==> src/rtl/conv_job_sequencer_if.sv <==
// Row-command channel between the job sequencer and the conv datapath.
`timescale 1ns/1ps
interface conv_job_sequencer_if #(
    parameter int ADDR_W = 32
) ();
    logic              cmd_valid_o;
    logic              cmd_ready_i;
    logic [7:0]        cmd_filter_o;
    logic [7:0]        cmd_row_o;
    logic [ADDR_W-1:0] cmd_rd_addr_o;
    logic [ADDR_W-1:0] cmd_wr_addr_o;
    logic [7:0]        cmd_len_o;
    logic              row_done_i;

    modport master (
        output cmd_valid_o, cmd_filter_o, cmd_row_o, cmd_rd_addr_o, cmd_wr_addr_o, cmd_len_o,
        input  cmd_ready_i, row_done_i
    );

    modport slave (
        input  cmd_valid_o, cmd_filter_o, cmd_row_o, cmd_rd_addr_o, cmd_wr_addr_o, cmd_len_o,
        output cmd_ready_i, row_done_i
    );
endinterface

==> src/rtl/conv_job_sequencer.sv <==
// Sequences one convolution job: latches config on a begin edge, validates it,
// then issues one row command per output row per filter under a credit limit.
`timescale 1ns/1ps
module conv_job_sequencer #(
    parameter int KERNEL          = 3,
    parameter int MAX_OUTSTANDING = 2,
    parameter int ADDR_W          = 32
) (
    input  logic              clk,
    input  logic              rst_i,
    input  logic [ADDR_W-1:0] in_addr_i,
    input  logic [ADDR_W-1:0] out_addr_i,
    input  logic              begin_conv_i,
    input  logic [7:0]        height_i,
    input  logic [7:0]        width_i,
    input  logic [7:0]        num_filters_i,
    output logic              busy_o,
    output logic              done_o,
    output logic              err_o,
    conv_job_sequencer_if.master cmd
);
    localparam logic [7:0] K8    = 8'(KERNEL);
    localparam logic [3:0] MAX_C = 4'(MAX_OUTSTANDING);

    typedef enum logic [2:0] {S_IDLE, S_CHECK, S_ISSUE, S_DRAIN, S_DONE} state_t;

    state_t            state_q, state_d;
    logic              begin_prev_q, begin_prev_d;
    // Set once begin has been seen low since reset, so a level held through reset cannot start a job.
    logic              seen_low_q, seen_low_d;
    logic [ADDR_W-1:0] in_base_q, in_base_d;
    logic [ADDR_W-1:0] out_base_q, out_base_d;
    logic [7:0]        h_q, h_d, w_q, w_d, f_q, f_d, len_q, len_d;
    logic [7:0]        filter_q, filter_d, row_q, row_d;
    logic [ADDR_W-1:0] rd_addr_q, rd_addr_d, wr_addr_q, wr_addr_d;
    logic [3:0]        credit_q, credit_d;
    logic              err_q, err_d;
    logic              valid, hs, dec;

    // Next-state, command-field and credit computation.
    always_comb begin
        state_d      = state_q;
        begin_prev_d = begin_conv_i;
        seen_low_d   = seen_low_q | ~begin_conv_i;
        in_base_d    = in_base_q;
        out_base_d   = out_base_q;
        h_d          = h_q;
        w_d          = w_q;
        f_d          = f_q;
        len_d        = len_q;
        filter_d     = filter_q;
        row_d        = row_q;
        rd_addr_d    = rd_addr_q;
        wr_addr_d    = wr_addr_q;
        credit_d     = credit_q;
        err_d        = err_q;

        valid = (state_q == S_ISSUE) && (credit_q < MAX_C);
        hs    = valid && cmd.cmd_ready_i;
        dec   = cmd.row_done_i && (credit_q != 4'd0);

        if (hs && !dec) begin
            credit_d = credit_q + 4'd1;
        end else if (!hs && dec) begin
            credit_d = credit_q - 4'd1;
        end

        case (state_q)
            S_IDLE: begin
                if (begin_conv_i && !begin_prev_q && seen_low_q) begin
                    state_d    = S_CHECK;
                    in_base_d  = in_addr_i;
                    out_base_d = out_addr_i;
                    h_d        = height_i;
                    w_d        = width_i;
                    f_d        = num_filters_i;
                    len_d      = width_i - K8 + 8'd1;
                    err_d      = 1'b0;
                end
            end
            S_CHECK: begin
                if (h_q < K8 || w_q < K8 || f_q == 8'd0) begin
                    state_d = S_DONE;
                    err_d   = 1'b1;
                end else begin
                    state_d   = S_ISSUE;
                    filter_d  = '0;
                    row_d     = '0;
                    rd_addr_d = in_base_q;
                    wr_addr_d = out_base_q;
                end
            end
            S_ISSUE: begin
                if (hs) begin
                    wr_addr_d = wr_addr_q + ADDR_W'(len_q);
                    if (row_q == h_q - K8) begin
                        // Next filter re-reads the image from the top; output planes stay contiguous.
                        row_d     = '0;
                        filter_d  = filter_q + 8'd1;
                        rd_addr_d = in_base_q;
                        if (filter_q == f_q - 8'd1) begin
                            state_d = S_DRAIN;
                        end
                    end else begin
                        row_d     = row_q + 8'd1;
                        rd_addr_d = rd_addr_q + ADDR_W'(w_q);
                    end
                end
            end
            S_DRAIN: begin
                if (credit_q == 4'd0) begin
                    state_d = S_DONE;
                end
            end
            S_DONE: begin
                state_d = S_IDLE;
            end
            default: state_d = S_IDLE;
        endcase
    end

    // State and datapath registers with synchronous reset.
    always_ff @(posedge clk) begin
        if (rst_i) begin
            state_q      <= S_IDLE;
            begin_prev_q <= 1'b0;
            seen_low_q   <= 1'b0;
            in_base_q    <= '0;
            out_base_q   <= '0;
            h_q          <= '0;
            w_q          <= '0;
            f_q          <= '0;
            len_q        <= '0;
            filter_q     <= '0;
            row_q        <= '0;
            rd_addr_q    <= '0;
            wr_addr_q    <= '0;
            credit_q     <= '0;
            err_q        <= 1'b0;
        end else begin
            state_q      <= state_d;
            begin_prev_q <= begin_prev_d;
            seen_low_q   <= seen_low_d;
            in_base_q    <= in_base_d;
            out_base_q   <= out_base_d;
            h_q          <= h_d;
            w_q          <= w_d;
            f_q          <= f_d;
            len_q        <= len_d;
            filter_q     <= filter_d;
            row_q        <= row_d;
            rd_addr_q    <= rd_addr_d;
            wr_addr_q    <= wr_addr_d;
            credit_q     <= credit_d;
            err_q        <= err_d;
        end
    end

    assign cmd.cmd_valid_o   = valid;
    assign cmd.cmd_filter_o  = filter_q;
    assign cmd.cmd_row_o     = row_q;
    assign cmd.cmd_rd_addr_o = rd_addr_q;
    assign cmd.cmd_wr_addr_o = wr_addr_q;
    assign cmd.cmd_len_o     = len_q;
    assign busy_o = (state_q == S_CHECK) || (state_q == S_ISSUE) || (state_q == S_DRAIN);
    assign done_o = (state_q == S_DONE);
    assign err_o  = err_q;
endmodule

==> src/flat_wrapper.sv <==
// flat-port wrapper written by rule: the top's interface ports become plain ports
module conv_job_sequencer_flat 
#(
    parameter int KERNEL          = 3,
    parameter int MAX_OUTSTANDING = 2,
    parameter int ADDR_W          = 32
)
  (clk, rst_i, in_addr_i, out_addr_i, begin_conv_i, height_i, width_i, num_filters_i, busy_o, done_o, err_o, cmd_cmd_valid_o, cmd_cmd_filter_o, cmd_cmd_row_o, cmd_cmd_rd_addr_o, cmd_cmd_wr_addr_o, cmd_cmd_len_o, cmd_cmd_ready_i, cmd_row_done_i);
  conv_job_sequencer_if #(.ADDR_W(ADDR_W)) cmd_i ();
  input  logic clk;
  input  logic rst_i;
  input  logic [ADDR_W-1:0] in_addr_i;
  input  logic [ADDR_W-1:0] out_addr_i;
  input  logic begin_conv_i;
  input  logic [7:0] height_i;
  input  logic [7:0] width_i;
  input  logic [7:0] num_filters_i;
  output logic busy_o;
  output logic done_o;
  output logic err_o;
  output wire logic [$bits(cmd_i.cmd_valid_o)-1:0] cmd_cmd_valid_o;
  output wire logic [$bits(cmd_i.cmd_filter_o)-1:0] cmd_cmd_filter_o;
  output wire logic [$bits(cmd_i.cmd_row_o)-1:0] cmd_cmd_row_o;
  output wire logic [$bits(cmd_i.cmd_rd_addr_o)-1:0] cmd_cmd_rd_addr_o;
  output wire logic [$bits(cmd_i.cmd_wr_addr_o)-1:0] cmd_cmd_wr_addr_o;
  output wire logic [$bits(cmd_i.cmd_len_o)-1:0] cmd_cmd_len_o;
  input wire logic [$bits(cmd_i.cmd_ready_i)-1:0] cmd_cmd_ready_i;
  input wire logic [$bits(cmd_i.row_done_i)-1:0] cmd_row_done_i;
  assign cmd_cmd_valid_o = cmd_i.cmd_valid_o;
  assign cmd_cmd_filter_o = cmd_i.cmd_filter_o;
  assign cmd_cmd_row_o = cmd_i.cmd_row_o;
  assign cmd_cmd_rd_addr_o = cmd_i.cmd_rd_addr_o;
  assign cmd_cmd_wr_addr_o = cmd_i.cmd_wr_addr_o;
  assign cmd_cmd_len_o = cmd_i.cmd_len_o;
  assign cmd_i.cmd_ready_i = cmd_cmd_ready_i;
  assign cmd_i.row_done_i = cmd_row_done_i;
  conv_job_sequencer #(.KERNEL(KERNEL), .MAX_OUTSTANDING(MAX_OUTSTANDING), .ADDR_W(ADDR_W)) u_core (.clk(clk), .rst_i(rst_i), .in_addr_i(in_addr_i), .out_addr_i(out_addr_i), .begin_conv_i(begin_conv_i), .height_i(height_i), .width_i(width_i), .num_filters_i(num_filters_i), .busy_o(busy_o), .done_o(done_o), .err_o(err_o), .cmd(cmd_i));
endmodule
==> config.mk <==
export PLATFORM = sky130hd
export DESIGN_NAME = conv_job_sequencer_flat
export DESIGN_NICKNAME = d
export VERILOG_FILES = /design/src/rtl/conv_job_sequencer_if.sv /design/src/rtl/conv_job_sequencer.sv /design/src/flat_wrapper.sv
export SDC_FILE = /design/constraint.sdc
export NUM_CORES = 1
export LEC_CHECK = 0
export BUFFER_PORTS_ARGS = -buffer_cell sky130_fd_sc_hd__buf_2
export CAP_MARGIN = 20
export CORE_MARGIN = 2
export CORE_UTILIZATION = 60
export DETAILED_ROUTE_END_ITERATION = 16
export HOLD_SLACK_MARGIN = 0.15
export PLACE_DENSITY = 0.95
export SYNTH_ARGS = -nofsm -noshare
export SYNTH_HDL_FRONTEND = slang
export SYNTH_SLANG_ARGS = --single-unit
export TNS_END_PERCENT = 1
==> constraint.sdc <==
create_clock -name clk -period 8.8 [get_ports clk]
set_input_delay 1.32 -clock clk [delete_from_list [all_inputs] [get_ports clk]]
set_output_delay 1.32 -clock clk [all_outputs]
set_load 0.005 [all_outputs]
Word level (Yosys, flattened, before mapping)
Cells that the tools add are included.
{ "word_totals": {"regBits": 186, "latch_bits": 0, "mem_bits_rw": 0, "mem_bits_ro": 0, "word_cells": 95, "memories": 0} }
{ "classes": {"n_addsub": 10, "mul": 0, "div": 0, "order_cmp": 3, "n_eq_ne": 13, "shift": 0, "n_mux": 26, "n_bitwise": 2, "reduce_logical": 26} }
{ "ops": {"columns": ["operator", "n"], "rows": [
  ["two-way mux 32 bit", 5],
  ["one-hot mux 32 bit (2 select lines)", 2],
  ["adder 32 x 8 -> 32 bit", 2],
  ["two-way mux 8 bit", 5],
  ["one-hot mux 8 bit (2 select lines)", 2],
  ["adder 8 x 1 -> 8 bit, second input constant", 3],
  ["two-way mux 3 bit", 6],
  ["== test 8 bit", 2],
  ["less-than comparator 8 x 2 -> 1 bit, second input constant", 2],
  ["subtractor 8 x 2 -> 8 bit, second input constant", 2],
  ["one-hot mux 3 bit (4 select lines)", 1],
  ["zero test 8 bit", 1],
  ["two-way mux 4 bit", 2],
  ["!= test 2 x 1 -> 1 bit, second input constant", 4],
  ["subtractor 8 x 1 -> 8 bit, second input constant", 1],
  ["logical AND 1 bit", 7],
  ["== test 3 x 2 -> 1 bit, second input constant", 2],
  ["!= test 2 bit, second input constant", 3],
  ["AND reduction 3 bit", 2],
  ["nonzero test 2 bit", 3],
  ["AND reduction 5 bit", 1],
  ["adder 4 x 1 -> 4 bit, second input constant", 1],
  ["zero test 4 bit", 1],
  ["logical OR 1 bit", 4],
  ["other kinds (13)", 16]
]} }

Logic depth before layout (Yosys ltp)
{ "depth": {"word_depth": 7, "ltp_mapped": 14} }

Least setup slack after synthesis
OpenSTA, ideal clock, no wires.
{ "synth_timing": {"kind": "in2reg", "start": "in cmd_cmd_ready_i", "end": "reg u_core.credit_q[3]", "setup_time_ns": 0.070, "arrival_time_ns": 2.931, "setup_slack_ns": 5.799, "stages": 10, "n_path_buf": 1, "cell_sequence": "and2_1 -> buf_2 -> ha_1 -> inv_1 -> ha_1 -> a21o_1 -> a21oi_1 -> xnor2_1 -> or3_1 -> a21oi_1"} }
{ "synth_between": {"elab_chain_len": 4} }
{ "synth_rtl": {"columns": ["element", "line_no", "source"], "rows": [
  ["start, declared", "flat_wrapper.sv:27", "input wire logic [$bits(cmd_i.cmd_ready_i)-1:0] cmd_cmd_ready_i;"],
  ["logical AND 1 bit (*)", "conv_job_sequencer.sv:59", "hs = valid && cmd.cmd_ready_i;"],
  ["zero test 1 bit", "conv_job_sequencer.sv:64", "end else if (!hs && dec) begin"],
  ["logical AND 1 bit", "conv_job_sequencer.sv:64", null],
  ["nonzero test 2 bit (no line)", null, null],
  ["end signal, assigned", "conv_job_sequencer.sv:154", "credit_q <= credit_d;"],
  ["end, declared", "conv_job_sequencer.sv:36", "logic [3:0] credit_q, credit_d;"]
]} }
Every way passes the cells marked *; elsewhere a longest branch is shown, timed or not.
A chain may end at the register's enable or synchronous reset.

Worst setup path after layout
{ "layout_timing": {"start": "reg u_core.state_q[1]", "end": "reg u_core.rd_addr_q[1] (netlist: u_core.cmd.cmd_rd_addr_o[1])"} }
{ "layout_between": {"elab_chain_len": 5} }
{ "layout_rtl": {"columns": ["element", "line_no", "source"], "rows": [
  ["start, declared", "conv_job_sequencer.sv:27", "state_t state_q, state_d;"],
  ["start signal, assigned", "conv_job_sequencer.sv:141", "state_q <= state_d;"],
  ["== test 3 x 2 -> 1 bit", "conv_job_sequencer.sv:58, conv_job_sequencer.sv:68", null],
  ["logical AND 1 bit", "conv_job_sequencer.sv:58", "valid = (state_q == S_ISSUE) && (credit_q < MAX_C);"],
  ["logical AND 1 bit", "conv_job_sequencer.sv:59", null],
  ["!= test 2 x 1 -> 1 bit (no line)", null, null],
  ["AND reduction 3 bit (no line)", null, null],
  ["end signal, assigned", "conv_job_sequencer.sv:152", "rd_addr_q <= rd_addr_d;"],
  ["end, declared", "conv_job_sequencer.sv:35", "logic [ADDR_W-1:0] rd_addr_q, rd_addr_d, wr_addr_q, wr_addr_d;"]
]} }
Several ways; a longest one is shown, not always the timed one.

==> results.toml <==
[die]
num_io_pins = 185
die-area_sq_um = 17170
core_sq_um = 15830
die_x_microns = 131.0
die_h_microns = 131.0
start_util_pct = 61.18
rows = 46

[timing]
maxSlewHeadroom_pct = 29.71
clock_skew_ps = 9.931
min_period_over_period_pct = 38.95
worst_slew_pin_slew_ps = 1050
setup_tns_ps = 0
period_needed_ps = 3428
setup_violations = 0
max_freq_mhz = 291.7
drv_slew = 0
grt_setup_unrepaired = "false"
holdWs_ps = 452.0
finalHoldViolations = 0

[min_path]
hold_depth = 2
hold_path.class = "flop to flop"

[logic_synthesis]
synth_top_cell_by_area = "dfxtp_1"
synth_area_leaders = "dfxtp_1 38%, nand2_1 9.8%, a21oi_1 7.0%"
mappedNetlistArea_sq_um = 9683
synth_ff_type = "dfxtp_1"
synthArstFlopShare_pct = 0
ys_warn_count = 0
netlist.area_leader.share_pct = 38.25
postSynthAreaPerCell_sq_um = 7.803
yosysMostFrequentCell = "nand2_1"
ys_seq_area_share_pct = 38.25
synth_edf_count = 0
ys_ff_latch = 185
synth_cells = 1241
synth_nets = 1361
synth_cell_types = 77
synthTopCellsByCount = "253 x nand2_1, 185 x dfxtp_1, 135 x a21oi_1"

[placement]
io_buffers = 184
gp_congestion = 0.8941
dpl-instance-area_sq_um = 10600
post-dp-hpwl_mm = 18.27

[route]
via_per_inst = 6.222
wirelength_mm = 28.08
postRouteAntennaNets = 0
drt_iter0_markers = 1163
vias = 9974
drtPass1Iterations = 5
drc = 0
routedWlPerCell_microns = 17.52

[clock_network]
holdBufCountCts = 0
post-cts-setup-buffers = 0
clockBufferDepth = 2
clkLatencyLatePin_ps = 440
path_clk_slew_ps = 70
cts_resized = 0
cts_tree = "done"
clock-root-buffer = "clkbuf_16"
clock_sinks = 185
cts-htree-levels = 4
numCtsBuffers = 17

[global_routing]
gr-total-overflow = 0
grt_max_degree = 102
antenna_found_initial = 5
grt_pass1_wl_mm = 43.81
track_usage_pct = 31.92
grt_pass1_vias = 9057

[final_layout]
layout-drive-gt1-share_pct = 18.44
synthToLayoutAreaGrowth_pct = 15.92
finalInstanceArea_sq_um = 11220
fill_cells = 1192
nets = 1490

[critical_path]
crit_chain = "or3b_2 -> nor4_4 -> and2_1 -> or2_2 -> buf_4 -> nand2_1 -> o32ai_1"
start_kind = "flop"
cpPeakStageDelay_ps = 630
r2r_cells = 7
crit_path_top_delay_cell = "buf_4"
path_class = "flop to flop"
cp-end-kind = "flop"
path_max_fanout = 67
required_ps = 9140
cp_data_arrival_time_ps = 3770

[job]
maxCapViolCount = 0

[pwr]
power_mw = 1.939
pwr_density_cell_nw_per_um2 = 172.7
max-vdd-ir-drop_mv = 0.1466
leakagePower_nw = 4.376

[outcome]
status = "finished, final reports clean"
power breakdown:
group | switching, mW | internal [mW]
logic | 0.125 | 0.0953
registers | 0.0394 | 0.871
clock network | 0.354 | 0.453
total | 0.519 | 1.42
registers in the layout, indices dropped and copies added (netlist names):
| signal | count |
|---|---|
| u_core.cmd.cmd_filter_o | 8 |
| u_core.w_q | 7 |
| u_core.in_base_q | 32 |
| u_core.cmd.cmd_len_o | 8 |
| u_core.err_o | 1 |
| u_core.cmd.cmd_rd_addr_o | 32 |
| u_core.h_q | 8 |
| u_core.credit_q | 4 |
| u_core.cmd.cmd_wr_addr_o | 32 |
| u_core.out_base_q | 32 |
| u_core.cmd.cmd_row_o | 8 |
| u_core.seen_low_q | 1 |
| u_core.f_q | 8 |
| u_core.state_q | 3 |
| u_core.begin_prev_q | 1 |
final timing paths:
| kind | end | from | slack [ps] |
|---|---|---|---|
| setup / recovery | u_core.cmd.cmd_rd_addr_o[1]$_SDFFE_PP0P_ | u_core.state_q[1]$_SDFFE_PP0P_ | 5370 |
| hold / removal | u_core.seen_low_q$_SDFF_PP0_ | u_core.seen_low_q$_SDFF_PP0_ | 450 |
| setup reg to reg | u_core.cmd.cmd_rd_addr_o[1]$_SDFFE_PP0P_ | u_core.state_q[1]$_SDFFE_PP0P_ | 5370 |
| hold reg to reg | u_core.seen_low_q$_SDFF_PP0_ | u_core.seen_low_q$_SDFF_PP0_ | 450 |
cell usage in the layout (no fill, tap or decap), drive strengths merged, types with 6 or more instances in the layout:
| cell | instances |
|---|---|
| xnor2 | 24 |
| buf | 193 |
| and2 | 9 |
| ha | 24 |
| nor2b | 7 |
| a311oi | 12 |
| a31oi | 17 |
| a2bb2oi | 10 |
| a21o | 8 |
| or4 | 11 |
| and4 | 7 |
| nor3b | 6 |
| nor4 | 13 |
| nor3 | 36 |
| nand3 | 49 |
| and3 | 14 |
| nand4 | 19 |
| a2111oi | 8 |
| dfxtp | 185 |
| nand2 | 254 |
| a31o | 6 |
| o21ai | 43 |
| or3 | 6 |
| mux2i | 9 |
| a221oi | 6 |
| xor2 | 21 |
| nor2 | 83 |
| a21oi | 135 |
| a211oi | 20 |
| inv | 38 |
| clkbuf | 17 |
cells by family after synthesis:
| kind of cell | synth area share (%) |
|---|---|
| adders and majority gates | 3.721 |
| AOI/OAI and AO/OA | 22.37 |
| xor gates and xnor gates | 4.070 |
| and+or+nand+nor | 25.82 |
| muxes | 0.9304 |
| buffers and inverters | 4.846 |
| DFF | 38.25 |
critical path: cells and delay by family (launching register included):
kind	cells	cell delay, ps
AO/OA/AOI/OAI	1	360
AND/OR/NAND/NOR	5	1810
buffers and inverters	1	630
flip-flops	1	460
stage by stage:
| step | instances | setup WS, ps | util, % |
|---|---|---|---|
| after floorplan | 1241 | 5799 | - |
| after global placement | 1566 | 5268 | 66.96 |
| after detailed placement | 1566 | 5216 | 66.96 |
| after CTS | 1598 | 5306 | 70.82 |
| after global routing | 1601 | 5249 | 70.89 |
| final | 1603 | 5372 | 70.92 |
cell type report:
type | instances | area (sq um) | area share [%]
inverter | 31 | 116.4 | 1.037
clock buffer | 17 | 425.4 | 3.790
multi-input combinational | 942 | 5525 | 49.23
clock inverter | 15 | 185.2 | 1.650
antenna | 4 | 10.01 | 0.08918
tap | 216 | 270.3 | 2.408
sequential | 185 | 3704 | 33.00
timing repair buffer | 193 | 988.4 | 8.806
layer usage:
metal,up-vias,GRT usage [%],routed length [microns]
met1,4634,40.37,11220
met5,-,0,20
li1,4710,-,-
met2,526,51.11,13270
met3,100,7.492,2370
met4,4,16.15,1200
No activity file was read; power rests on OpenSTA's default activity.
